--- config.mk ---
export PLATFORM = sky130hd
export DESIGN_NAME = key_event_queue
export DESIGN_NICKNAME = d
export VERILOG_FILES = /design/src/rtl/key_event_queue.sv
export SDC_FILE = /design/constraint.sdc
export NUM_CORES = 1
export LEC_CHECK = 0
export ABC_AREA = 1
export CAP_MARGIN = 15
export CORE_MARGIN = 4
export CORE_UTILIZATION = 30
export CTS_CLUSTER_SIZE = 40
export DETAILED_ROUTE_END_ITERATION = 8
export SETUP_SLACK_MARGIN = 0.15
export SLEW_MARGIN = 20
export SYNTH_ARGS = -nofsm -noshare
export SYNTH_HDL_FRONTEND = slang
export SYNTH_SLANG_ARGS = --single-unit
--- constraint.sdc ---
create_clock -name clk -period 5.31 [get_ports clk]
set_clock_uncertainty 0.05 [all_clocks]
set_input_delay 0.7965 -clock clk [delete_from_list [all_inputs] [get_ports clk]]
set_output_delay 0.7965 -clock clk [all_outputs]
set_load 0.005 [all_outputs]
--- src/rtl/key_event_queue.sv ---
// PS/2 set-2 scan decoder feeding a first-word-fall-through ASCII key FIFO.
// Typematic repeats of the held key are suppressed; the held key is released on its break code.
module key_event_queue #(
    parameter int DEPTH = 8,
    parameter int CNT_W = 4
) (
    input  logic             clk,
    input  logic             rst,
    input  logic             scan_valid,
    input  logic [7:0]       scan_code,
    input  logic             clr,
    input  logic             key_pop,
    output logic             key_valid,
    output logic [7:0]       key_ascii,
    output logic [7:0]       key_held,
    output logic [CNT_W-1:0] key_count,
    output logic             overflow
);

    localparam int PTR_W = $clog2(DEPTH);

    typedef enum logic [1:0] {
        IDLE,
        BRK,
        EXT,
        EXT_BRK
    } dec_state_e;

    dec_state_e       state_q, state_d;
    logic [7:0]       held_code_q, held_code_d;
    logic [7:0]       held_ascii_q, held_ascii_d;
    logic [PTR_W-1:0] wr_ptr_q, wr_ptr_d;
    logic [PTR_W-1:0] rd_ptr_q, rd_ptr_d;
    logic [CNT_W-1:0] count_q, count_d;
    logic             overflow_q, overflow_d;
    logic [7:0]       mem [DEPTH];

    logic             mapped;
    logic [7:0]       ascii_code;
    logic             push_req;
    logic             push;
    logic             pop;
    logic             full;

    // Returns {mapped, ascii}; unmapped codes return 0.
    function automatic logic [8:0] map_code(input logic [7:0] c);
        logic [8:0] r;
        r = '0;
        case (c)
            8'h1C: r = {1'b1, 8'h61}; 8'h32: r = {1'b1, 8'h62};
            8'h21: r = {1'b1, 8'h63}; 8'h23: r = {1'b1, 8'h64};
            8'h24: r = {1'b1, 8'h65}; 8'h2B: r = {1'b1, 8'h66};
            8'h34: r = {1'b1, 8'h67}; 8'h33: r = {1'b1, 8'h68};
            8'h43: r = {1'b1, 8'h69}; 8'h3B: r = {1'b1, 8'h6A};
            8'h42: r = {1'b1, 8'h6B}; 8'h4B: r = {1'b1, 8'h6C};
            8'h3A: r = {1'b1, 8'h6D}; 8'h31: r = {1'b1, 8'h6E};
            8'h44: r = {1'b1, 8'h6F}; 8'h4D: r = {1'b1, 8'h70};
            8'h15: r = {1'b1, 8'h71}; 8'h2D: r = {1'b1, 8'h72};
            8'h1B: r = {1'b1, 8'h73}; 8'h2C: r = {1'b1, 8'h74};
            8'h3C: r = {1'b1, 8'h75}; 8'h2A: r = {1'b1, 8'h76};
            8'h1D: r = {1'b1, 8'h77}; 8'h22: r = {1'b1, 8'h78};
            8'h35: r = {1'b1, 8'h79}; 8'h1A: r = {1'b1, 8'h7A};
            8'h45: r = {1'b1, 8'h30}; 8'h16: r = {1'b1, 8'h31};
            8'h1E: r = {1'b1, 8'h32}; 8'h26: r = {1'b1, 8'h33};
            8'h25: r = {1'b1, 8'h34}; 8'h2E: r = {1'b1, 8'h35};
            8'h36: r = {1'b1, 8'h36}; 8'h3D: r = {1'b1, 8'h37};
            8'h3E: r = {1'b1, 8'h38}; 8'h46: r = {1'b1, 8'h39};
            8'h5A: r = {1'b1, 8'h0D};
            8'h29: r = {1'b1, 8'h20};
            8'h66: r = {1'b1, 8'h08};
            default: r = '0;
        endcase
        return r;
    endfunction

    assign {mapped, ascii_code} = map_code(scan_code);

    always_comb begin
        state_d      = state_q;
        held_code_d  = held_code_q;
        held_ascii_d = held_ascii_q;
        push_req     = 1'b0;
        if (scan_valid) begin
            case (state_q)
                IDLE: begin
                    if (scan_code == 8'hF0) begin
                        state_d = BRK;
                    end else if (scan_code == 8'hE0) begin
                        state_d = EXT;
                    end else if (mapped && scan_code != held_code_q) begin
                        push_req     = 1'b1;
                        held_code_d  = scan_code;
                        held_ascii_d = ascii_code;
                    end
                end
                BRK: begin
                    state_d = IDLE;
                    if (scan_code == held_code_q) begin
                        held_code_d  = '0;
                        held_ascii_d = '0;
                    end
                end
                EXT:     state_d = (scan_code == 8'hF0) ? EXT_BRK : IDLE;
                EXT_BRK: state_d = IDLE;
                default: state_d = IDLE;
            endcase
        end

        // A pop frees the slot, so a push into a full FIFO succeeds when paired with a pop.
        pop        = key_pop && key_valid;
        full       = (count_q == CNT_W'(DEPTH));
        push       = push_req && (!full || pop);
        overflow_d = overflow_q | (push_req && full && !pop);
        wr_ptr_d   = push ? wr_ptr_q + 1'b1 : wr_ptr_q;
        rd_ptr_d   = pop ? rd_ptr_q + 1'b1 : rd_ptr_q;
        count_d    = count_q + CNT_W'(push) - CNT_W'(pop);

        if (clr) begin
            state_d      = IDLE;
            held_code_d  = '0;
            held_ascii_d = '0;
            push         = 1'b0;
            overflow_d   = 1'b0;
            wr_ptr_d     = '0;
            rd_ptr_d     = '0;
            count_d      = '0;
        end
    end

    always_ff @(posedge clk or negedge rst) begin
        if (!rst) begin
            state_q      <= IDLE;
            held_code_q  <= '0;
            held_ascii_q <= '0;
            wr_ptr_q     <= '0;
            rd_ptr_q     <= '0;
            count_q      <= '0;
            overflow_q   <= 1'b0;
        end else begin
            state_q      <= state_d;
            held_code_q  <= held_code_d;
            held_ascii_q <= held_ascii_d;
            wr_ptr_q     <= wr_ptr_d;
            rd_ptr_q     <= rd_ptr_d;
            count_q      <= count_d;
            overflow_q   <= overflow_d;
        end
    end

    always_ff @(posedge clk) begin
        if (push) begin
            mem[wr_ptr_q] <= ascii_code;
        end
    end

    assign key_valid = (count_q != '0);
    assign key_ascii = key_valid ? mem[rd_ptr_q] : '0;
    assign key_held  = held_ascii_q;
    assign key_count = count_q;
    assign overflow  = overflow_q;

endmodule

==> flow_summary.ini <==
[die]
die_area_um2 = 17800
dieWidth_um = 134
fp.dieH_um = 134
ios = 35
coreArea_um2 = 15300
initial_core_util_pct = 30.9
rows = 45

[logic_synthesis]
ys_types = 35
synth_seq_area_share_pct = 50.4
ys_ff_latch = 84
netlist_area_um2 = 4730
synth_top_cell_by_area = edfxtp_1
synth.avg_cell_area_um2 = 8.23
synth.yosys.warnings = 0
synthTopCellsByArea = edfxtp_1, dfrtp_1, nand2_1
synth_top_area_share_pct = 35.6
synth_cells = 575

[pwr]
power.leakage_nw = 2.38
vdd_drop_max_v = 0.000201
powerDensity_nw_per_um2 = 378

[sta]
setup_tns_ns = 0
grt_setup_unrepaired = false
hold_viol = 0
fmax_mhz = 268
post-route-min-period_ns = 3.73
fin_crit_sh_pct = 70.2
max_slew_margin_pct = 46.4
setup_viol = 0
hold_slack_ns = 0.427
worstMarginPinSlew_ns = 0.802
drv_slew = 0

[cts]
cts_root_buf = clkbuf_16
cts-hold-fix-buffers = 0
cts.repair.resized = 0
htreeDepth = 3
cts.clk_slew.worst_paths_ns = 0.06
post_cts_buffers = 0
cts_buffers = 9
clk_latency_ns = 0.34
clk_path_buf_depth = 2
cts_tree = yes
clock-sinks = 84

[layout]
antenna_cells = 0
fin_area_um2 = 5490
area_delta_synth_final_pct = 16.1
fin_nets = 622
postLayoutCoreUtil_pct = 35.8
mostFrequentLayoutCells = nand2_1, nor2_1, edfxtp_1
drive_gt1_share_pct = 5.34
final_common_cell = nand2_1

[drt]
antenna_left = 0
dr.pass1.iters = 4
drc = 0
first_iter_violations = 357
wl_per_cell_um = 14.5
via_per_inst = 4.88
vias = 3954
routed_wirelength_um = 11800

[global_routing]
grt-ovfl-total = 0
grt_max_degree = 31
antenna_found_initial = 0
grt_pass1_vias = 3982
grt_pass1_wl_um = 19800
grt_usage_pct = 13.7

[min_path]
hp-class = reg -> reg

[placed_design]
gp_congestion = 0.902
io_buffers = 32
hpwlAfterDp_um = 8660
placed_area_um2 = 5190

[outcome]
outcome = finished clean

[critical_path]
path_class = reg -> out
crit_end = key_ascii[2]
critical_path_required_ns = 4.46
cp.arrival_ns = 2.88
end_kind = output pin
r2r_cells = 7
r2r-start = key_count[2]
crit_fanout = 30
startpoint = rd_ptr_q[0]
reg2reg_slack_ns = 2.76
r2r-end = mem[3][1]
startpoint_type = register

[flow_run]
maxCapViolations = 0
[routing by layer]
layer / share of wire [%] / vias up / global-route usage (%)
met2: 48 / 102 / 23.1
met5: 0 / - / 0
li1: - / 1939 / -
met4: 1.8 / 0 / 3.94
met3: 5.1 / 19 / 2.98
met1: 45 / 1894 / 17.8
[worst min-delay path by stage]
stage	start	end	slack [ns]	depth (start not counted)
2_1_floorplan	held_code_q[7]	held_code_q[7]	0.41	2
3_3_place_gp	key_held[3]	key_held[3]	0.41	2
3_5_place_dp	key_held[4]	key_held[4]	0.41	2
4_1_cts	key_held[4]	key_held[4]	0.43	2
5_1_grt	key_held[6]	key_held[6]	0.45	2
6_report	key_held[3]	key_held[3]	0.43	2
[flip-flops by register name, summed over array words and instances (netlist names)]
name / flops
overflow: 1
mem: 56
held_code_q: 8
key_count: 4
state_q: 2
key_held: 7
rd_ptr_q: 3
wr_ptr_q: 3
[cells by family (layout without fill, tap and decap cells)]
| family | after synthesis | after routing | synth area share, % |
|---|---|---|---|
| and+or+nand+nor | 322 | 322 | 29.3 |
| DFF | 84 | 84 | 50.4 |
| buffers and inverters | 78 | 101 | 7.20 |
| AOI/OAI and AO/OA | 73 | 73 | 8.54 |
| adders and majority gates | 15 | 15 | 4.13 |
| xor gates and xnor gates | 2 | 2 | 0.370 |
| other | 1 | 2 | 0.0793 |
[final cells by class]
type | count | area (µm²)
Clock buffer | 11 | 243
Tap cell | 211 | 264
Multi-Input combinational cell | 414 | 2010
Inverter | 50 | 188
Timing Repair Buffer | 35 | 343
Sequential cell | 84 | 2380
Fill cell | 1621 | 9820
Clock inverter | 5 | 60.1
[critical path, stage by stage (launching register included)]
cell,delay [ns]
dfrtp_1,0.35
buf_4,0.22
inv_1,0.62
o21ai_0,0.25
o22ai_1,0.24
o21ai_0,0.15
a31oi_1,0.17
clkdlybuf4s50_1,0.52
[synth_stat cells]
master and number:
a211oi_1 2, a21oi_1 10, a21oi_2 1, a31oi_1 7, buf_1 1, buf_2 8, buf_4 8, buf_6 1
clkbuf_1 10, conb_1 1, dfrtp_1 28, edfxtp_1 56, fa_1 1, ha_1 14, inv_1 48, inv_2 2
nand2_1 157, nand2_2 2, nand3_1 44, nand3_2 2, nand3_4 1, nand3b_1 1, nand4_1 19, nand4_2 1
nor2_1 90, nor2_4 2, nor3_1 1, nor3_4 1, o211ai_1 1, o21a_1 2, o21ai_0 42, o21ba_2 1
o22ai_1 7, or2_2 1, xor2_1 2
[through the flow]
| stage | power [mW] | cells | setup slack, ns |
|---|---|---|---|
| after floorplan | 1.19 | 576 | 2.33 |
| after global placement | 1.45 | 794 | 1.31 |
| after detailed placement | 1.46 | 794 | 1.23 |
| after CTS | 2.09 | 810 | 1.58 |
| after global routing | 2.21 | 810 | 1.30 |
| final | 2.08 | 810 | 1.58 |
[report_power, final]
part           switching [mW]  internal [mW]
registers              0.0374          0.743
clock network           0.248          0.379
logic                   0.396          0.272
Power figures use the tool's default switching activity.
